**src/rtl/systolic_pkg.sv**
```systemverilog
// Shared types for the systolic array scheduler: FSM state encoding and
// the step-counter width helper (sized to count 0..2N-2).
package systolic_pkg;

  typedef enum logic [2:0] {
    ST_IDLE   = 3'd0,
    ST_CLEAR  = 3'd1,
    ST_STREAM = 3'd2,
    ST_DRAIN  = 3'd3,
    ST_DONE   = 3'd4
  } state_t;

  localparam int DEF_N = 4;

  function automatic int step_w(input int n);
    return (n < 2) ? 1 : $clog2(2 * n - 1);
  endfunction

  localparam int STEP_W = step_w(DEF_N);

endpackage

```
**src/rtl/systolic_edge_skew.sv**
```systemverilog
// Builds one skewed edge vector from an NxN operand buffer and step t.
// Lane i carries element (i, t-i) row-major, or (t-i, i) when COL_MAJOR=1.
module systolic_edge_skew #(
  parameter int N         = 4,
  parameter int WIDTH     = 4,
  parameter int TW        = 3,
  parameter bit COL_MAJOR = 1'b0
) (
  input  logic                             en,
  input  logic [TW-1:0]                    t,
  input  logic [N-1:0][N-1:0][WIDTH-1:0]   buf_i,
  output logic [N-1:0][WIDTH-1:0]          edge_o
);

  localparam int IW = (N < 2) ? 1 : $clog2(N);

  for (genvar i = 0; i < N; i++) begin : g_lane
    logic [TW-1:0] w_diff;
    logic [IW-1:0] w_k;
    logic          w_hit;

    assign w_diff = t - TW'(i);
    assign w_hit  = en && (t >= TW'(i)) && (w_diff < TW'(N));
    assign w_k    = w_diff[IW-1:0];

    if (COL_MAJOR) begin : g_col
      assign edge_o[i] = w_hit ? buf_i[w_k][i] : '0;
    end else begin : g_row
      assign edge_o[i] = w_hit ? buf_i[i][w_k] : '0;
    end
  end

endmodule

```
**src/rtl/systolic_sched.sv**
```systemverilog
// Systolic-array matrix-multiply scheduler: operand buffers, CLEAR/STREAM/DRAIN
// sequencing and skewed edge feeds. Optional abort input: SYSTOLIC_SCHED_ABORT_EN.
module systolic_sched
  import systolic_pkg::*;
#(
  parameter int N     = 4,
  parameter int WIDTH = 4
) (
  input  logic                      clk,
  input  logic                      rst_n,
`ifdef SYSTOLIC_SCHED_ABORT_EN
  input  logic                      abort,
`endif
  input  logic                      start,
  input  logic                      wr_en,
  input  logic                      wr_sel,
  input  logic [$clog2(N)-1:0]      wr_row,
  input  logic [$clog2(N)-1:0]      wr_col,
  input  logic [WIDTH-1:0]          wr_data,
  output logic                      busy,
  output logic                      done,
  output logic                      pe_en,
  output logic                      pe_clr,
  output logic [N-1:0][WIDTH-1:0]   x_edge,
  output logic [N-1:0][WIDTH-1:0]   y_edge,
  output state_t                    dbg_state
);

  localparam int            TW     = step_w(N);
  localparam logic [TW-1:0] T_LAST = TW'(2 * N - 2);
  localparam logic [TW-1:0] D_LAST = TW'(N - 2);

  state_t                         r_state, w_state_nxt;
  logic [TW-1:0]                  r_cnt, w_cnt_nxt;
  logic [N-1:0][N-1:0][WIDTH-1:0] r_buf_a, r_buf_b;
  logic                           r_busy, r_done, r_pe_en, r_pe_clr;
  logic [N-1:0][WIDTH-1:0]        r_x, r_y;
  logic [N-1:0][WIDTH-1:0]        w_x, w_y;
  logic                           w_idle, w_stream, w_abort;

  // Handshake: start is a level sampled at the clock edge and is accepted
  // only while fully idle (internal IDLE and not showing the DONE cycle);
  // any other start is dropped, never queued. done is a single-cycle pulse.
  assign w_idle   = (r_state == ST_IDLE) && !r_busy;
  assign w_stream = (r_state == ST_STREAM);

`ifdef SYSTOLIC_SCHED_ABORT_EN
  assign w_abort = abort && ((r_state == ST_CLEAR) || (r_state == ST_STREAM) ||
                             (r_state == ST_DRAIN));
`else
  assign w_abort = 1'b0;
`endif

  always_comb begin
    w_state_nxt = r_state;
    w_cnt_nxt   = r_cnt;
    case (r_state)
      ST_IDLE: begin
        if (w_idle && start) begin
          w_state_nxt = ST_CLEAR;
          w_cnt_nxt   = '0;
        end
      end
      ST_CLEAR: begin
        w_state_nxt = ST_STREAM;
        w_cnt_nxt   = '0;
      end
      ST_STREAM: begin
        if (r_cnt == T_LAST) begin
          w_state_nxt = ST_DRAIN;
          w_cnt_nxt   = '0;
        end else begin
          w_cnt_nxt = r_cnt + 1'b1;
        end
      end
      ST_DRAIN: begin
        if (r_cnt == D_LAST) begin
          w_state_nxt = ST_DONE;
          w_cnt_nxt   = '0;
        end else begin
          w_cnt_nxt = r_cnt + 1'b1;
        end
      end
      ST_DONE:  w_state_nxt = ST_IDLE;
      default:  w_state_nxt = ST_IDLE;
    endcase
    if (w_abort) begin
      w_state_nxt = ST_IDLE;
      w_cnt_nxt   = '0;
    end
  end

  always_ff @(posedge clk) begin
    if (!rst_n) begin
      r_state <= ST_IDLE;
      r_cnt   <= '0;
    end else begin
      r_state <= w_state_nxt;
      r_cnt   <= w_cnt_nxt;
    end
  end

  // Operand buffers keep their contents across reset.
  always_ff @(posedge clk) begin
    if (wr_en && w_idle) begin
      if (wr_sel) r_buf_b[wr_row][wr_col] <= wr_data;
      else        r_buf_a[wr_row][wr_col] <= wr_data;
    end
  end

  systolic_edge_skew #(.N(N), .WIDTH(WIDTH), .TW(TW), .COL_MAJOR(1'b0)) u_skew_a (
    .en     (w_stream),
    .t      (r_cnt),
    .buf_i  (r_buf_a),
    .edge_o (w_x)
  );

  systolic_edge_skew #(.N(N), .WIDTH(WIDTH), .TW(TW), .COL_MAJOR(1'b1)) u_skew_b (
    .en     (w_stream),
    .t      (r_cnt),
    .buf_i  (r_buf_b),
    .edge_o (w_y)
  );

  // Outputs are registered decodes of the current state, so every visible
  // phase trails the internal state by one cycle.
  always_ff @(posedge clk) begin
    if (!rst_n || w_abort) begin
      r_busy   <= 1'b0;
      r_done   <= 1'b0;
      r_pe_en  <= 1'b0;
      r_pe_clr <= 1'b0;
      r_x      <= '0;
      r_y      <= '0;
    end else begin
      r_busy   <= (r_state != ST_IDLE);
      r_done   <= (r_state == ST_DONE);
      r_pe_en  <= (r_state == ST_STREAM) || (r_state == ST_DRAIN);
      r_pe_clr <= (r_state == ST_CLEAR);
      r_x      <= w_x;
      r_y      <= w_y;
    end
  end

  assign busy      = r_busy;
  assign done      = r_done;
  assign pe_en     = r_pe_en;
  assign pe_clr    = r_pe_clr;
  assign x_edge    = r_x;
  assign y_edge    = r_y;
  assign dbg_state = r_state;

endmodule

```
**config.mk**
```make
export PLATFORM = sky130hd
export DESIGN_NAME = systolic_sched
export DESIGN_NICKNAME = d
export VERILOG_FILES = /design/src/rtl/systolic_pkg.sv /design/src/rtl/systolic_edge_skew.sv /design/src/rtl/systolic_sched.sv
export SDC_FILE = /design/constraint.sdc
export NUM_CORES = 1
export LEC_CHECK = 0
export CORE_MARGIN = 3
export CORE_UTILIZATION = 50
export DETAILED_ROUTE_END_ITERATION = 10
export GPL_ROUTABILITY_DRIVEN = 0
export PLACE_DENSITY_LB_ADDON = 0.3
export SLEW_MARGIN = 20
export SYNTH_ARGS = -nofsm -noshare
export SYNTH_HDL_FRONTEND = slang
export SYNTH_SLANG_ARGS = --single-unit
export TNS_END_PERCENT = 100
```
**constraint.sdc**
```tcl
create_clock -name clk -period 5.4 [get_ports clk]
set_input_delay 1.35 -clock clk [delete_from_list [all_inputs] [get_ports clk]]
set_output_delay 1.35 -clock clk [all_outputs]
set_load 0.05 [all_outputs]
```
==> results.rst <==
.. list-table::
   :header-rows: 1

   * - Metric
     - Value
   * - Worst flop-to-flop path endpoint
     - y_edge[13]
   * - Share of final-layout standard cells stronger than drive strength 1
     - 0.156
   * - RSZ-0062 raised after global routing
     - false
   * - Pre-CTS worst setup slack
     - around 2 ns
   * - Beginning of the worst register-to-register path
     - r_cnt[1]
   * - Y dimension of the die
     - 119 um
   * - Total of endpoints with negative setup slack in the final report
     - 0
   * - Core Box Area
     - 0.0123 mm^2
   * - Netlist area before placement
     - 0.00639 mm^2
   * - Initial antenna violation count
     - 0
   * - Pin count of the biggest net entering global routing
     - 40
   * - N_diodes
     - 0
   * - Worst Setup Path Type
     - reg -> out
   * - Total nets after synthesis
     - 369
   * - Detailed Route WL
     - ~12000 um
   * - Design Area, Final
     - 0.00755 mm^2
   * - Portion of total power attributed to the clock network
     - 0.403
   * - Total CTS buffers
     - 17
   * - Highest clock rate
     - 311 MHz
   * - R2R depth
     - 4
   * - Worst Setup End Kind
     - output pin
   * - Flop and latch count out of synthesis
     - 170
   * - Arrival time of the worst setup path
     - 1.86 ns
   * - Total of cells resized after clock tree synthesis
     - 0
   * - Cell area reported after detailed placement
     - 0.00702 mm^2
   * - Count of nets left with antenna violations after detail routing
     - 0
   * - Global Route Usage Sum
     - 0.175
   * - IR Drop Worst-Case VDD
     - 207 uV
   * - Number of hold violations in the final report
     - 0
   * - Setup TNS
     - 0 ns
   * - Share of total power in combinational logic
     - 0.087
   * - Average via count per standard cell
     - 5.55
   * - Post-synth EDFFs
     - 128
   * - Clock sinks
     - 170
   * - Highest-delay cell along the critical path
     - sky130_fd_sc_hd__clkdlybuf4s50_1
   * - Top FF cell, synth
     - sky130_fd_sc_hd__edfxtp_1
   * - Vias in the first global route
     - between 3000 and 4000
   * - Count of pins on the block boundary
     - 52
   * - TritonCTS clock tree
     - built
   * - Transition time at the pin with the least slew margin
     - 0.987 ns
   * - Switch share
     - 0.215
   * - Synthesis-to-layout area growth
     - 18.1%
   * - Iter 0 DRT Violations
     - 324
   * - Fillers
     - ~920
   * - CP delay by family, top
     - buffers and inverters
   * - Internal power
     - 2.20 mW
   * - Cell count after synthesis
     - 349
   * - Run status
     - completed
   * - Synthesis Warnings
     - 0
   * - Non-filler cells in the finished layout
     - 585
   * - Overall via count from detail_route
     - 3248
   * - Tmin final
     - 3.21 ns
   * - Die width
     - ~120 um
   * - Critical path peak fanout
     - 10
   * - Worst relative slew slack
     - 0.336
   * - Floorplan die area
     - between 0.01 and 0.015 mm^2
   * - Final #Nets
     - 424
   * - Clock H-tree levels
     - 4
   * - Clock tree root driver cell
     - sky130_fd_sc_hd__clkbuf_16
   * - Hold wc startpoint
     - dbg_state[1]
   * - Switching component of the power
     - just over 0.6 mW
   * - Clock Tree Buf Depth
     - 2
   * - First-pass GRT wire length
     - 18600 um
   * - Cell-by-cell listing of the critical path
     - clkdlybuf4s50_1
   * - Detailed-placement wirelength estimate
     - 7440 um
   * - Met3 Resource Use GR
     - 0.0427
   * - Minimum setup slack in the final design
     - 2.19 ns
   * - Insertion delay to the later sink of the worst-skew pair
     - 0.42 ns
   * - Class of the tightest hold or removal check
     - reg -> reg
   * - Worst R2R Setup Slack
     - 2.64 ns
   * - IO Port Bufs
     - 51
   * - Hold Path Sink
     - pe_clr
   * - Unique masters post-synth
     - 42
   * - Fraction of registers with async set or reset after synthesis
     - 0
   * - Floorplan row count
     - 40
   * - CTS Hold Bufs
     - 0
   * - Delay of the slowest cell on the worst path
     - 0.89 ns
   * - Starting density of the core
     - 0.521
   * - Number of detailed-routing iterations run before antenna repair
     - 5
   * - Drc violations
     - 0
   * - Overflow after GRT
     - 0
   * - Startpoint type of the worst setup path
     - register
   * - Fraction of power consumed by sequential logic
     - 0.510
   * - Most utilized layer in the global route result
     - met2
   * - Wirelength per Cell
     - between 15 and 20 um
   * - Leak
     - between 2 and 2.5 nW
   * - Buf/Inv on CP
     - 1
   * - Instance count along the most critical hold path
     - 1
   * - Number of max-slew violations in the final report
     - 0
   * - Total power consumption of the routed design
     - 2.81 mW
   * - Worst setup skew after layout
     - 0.00696 ns
   * - Post-Syn Area per Cell
     - about 18 um^2
   * - Clock Pin Slew Worst Setup and Hold Paths
     - 0.06 ns
   * - Max-cap check violation count
     - 0
   * - Power Dens Cells
     - 372 mW/mm^2
   * - Required time of the critical path
     - between 4 and 5 ns
   * - Fraction of the yosys area taken by sequential cells
     - 0.733
   * - Met1 demand-to-capacity share in global routing
     - 0.235
   * - Met2 usage
     - 0.274
   * - Number of setup buffers added after CTS
     - 0
   * - Period utilisation layout
     - 0.595
   * - DP Cell Count
     - 553
-- how the worst max path moves through the flow --
stage                       startpoint           end  slack (ns)  cells past startpoint
after floorplan              wr_row[1]    r_buf_a[0]        2.77                      3
after global routing      dbg_state[0]  dbg_state[0]        2.10                      1
final                     dbg_state[0]  dbg_state[0]        2.19                      1
after global placement       wr_row[0]   r_buf_a[32]        1.78                      3
after detailed placement     wr_row[1]    r_buf_a[0]        2.03                      3
after CTS                 dbg_state[0]  dbg_state[0]        2.16                      1
-- Yosys cell counts (3+ instances only) --
| master | n | area, um^2 |
|---|---|---|
| sky130_fd_sc_hd__buf_6 | 6 | 67.6 |
| sky130_fd_sc_hd__nor4_1 | 4 | 25.0 |
| sky130_fd_sc_hd__mux4_1 | 11 | 289 |
| sky130_fd_sc_hd__ha_1 | 7 | 87.6 |
| sky130_fd_sc_hd__nand2_1 | 6 | 22.5 |
| sky130_fd_sc_hd__inv_1 | 3 | 11.3 |
| sky130_fd_sc_hd__a22o_1 | 3 | 26.3 |
| sky130_fd_sc_hd__a21oi_1 | 3 | 15.0 |
| sky130_fd_sc_hd__nor2b_1 | 25 | 156 |
| sky130_fd_sc_hd__buf_2 | 5 | 25.0 |
| sky130_fd_sc_hd__edfxtp_1 | 128 | 3840 |
| sky130_fd_sc_hd__mux4_2 | 21 | 473 |
| sky130_fd_sc_hd__buf_1 | 3 | 11.3 |
| sky130_fd_sc_hd__nor3_1 | 14 | 70.1 |
| sky130_fd_sc_hd__nand2b_1 | 8 | 50.1 |
| sky130_fd_sc_hd__dfxtp_1 | 42 | 841 |
| sky130_fd_sc_hd__and3_1 | 9 | 56.3 |
| sky130_fd_sc_hd__nor2_1 | 23 | 86.3 |
-- cell usage in the layout, fill, tap and decap left out, drive strengths merged, types with 2 or more instances in the layout --
master	Yosys	routed
buf	14	6
nand2	6	6
edfxtp	128	128
clkbuf	3	22
inv	5	5
nor2	23	23
ha	7	7
mux4	32	32
a22o	3	3
a211oi	2	2
clkinv	0	7
nand3	2	2
nor2b	25	25
dfxtp	42	42
clkdlybuf4s50	0	47
and3	9	9
nor4	5	5
nand2b	9	9
nor3	16	16
nor3b	3	3
a21oi	3	3
bufinv	0	2
-- cell type report --
type / instances / area (um^2) / share of cell area
tap: 168 / 210 / 0.0279
clock inverter: 10 / 104 / 0.0138
multi-input combinational: 157 / 1580 / 0.209
clock buffer: 22 / 444 / 0.0589
sequential: 170 / 4690 / 0.621
inverter: 5 / 18.8 / 0.00249
timing repair buffer: 53 / 505 / 0.0670
-- stage by stage --
stage / utilization / hold WS [ns]
finish: 0.616 / 0.586
global route: 0.616 / 0.660
CTS: 0.617 / 0.590
detailed placement: 0.572 / 0.585
global placement: 0.572 / 0.578
floorplan: - / 0.580
-- layer usage --
metal,vias to the layer above,wire length (um)
li1,1466,-
met2,96,5800
met4,0,189
met1,1669,5110
met3,17,529
met5,-,0
-- state kept, by name, summed over array words and instances (netlist names), 3 cells and up --
name	count
x_edge	16
r_cnt	3
dbg_state	3
r_buf_b	64
y_edge	16
r_buf_a	64
-- logic make-up (layout without fill, tap and decap cells) --
kind of cell             Yosys count  in the layout  share of synthesized area
flip-flops                       170            170                      0.733
AND/OR/NAND/NOR                  105            105                     0.0971
multiplexers                      33             33                      0.121
buffers and inverters             22             90                     0.0211
AO/OA/AOI/OAI                     11             11                     0.0129
adder cells (fa/ha/maj)            7              7                     0.0137
XOR/XNOR                           1              1                    0.00137
-- power by group through the flow --
stage | Sequential [mW] | Clock, mW | Combinational, mW
2_1_floorplan | 1.48 | 0 | 0.161
4_1_cts | 1.43 | 1.15 | 0.249
6_report | 1.43 | 1.13 | 0.244
3_3_place_gp | 1.46 | 0 | 0.246
5_1_grt | 1.43 | 1.20 | 0.262
3_5_place_dp | 1.46 | 0 | 0.248
Note: power is estimated with default switching activity, not from simulation.
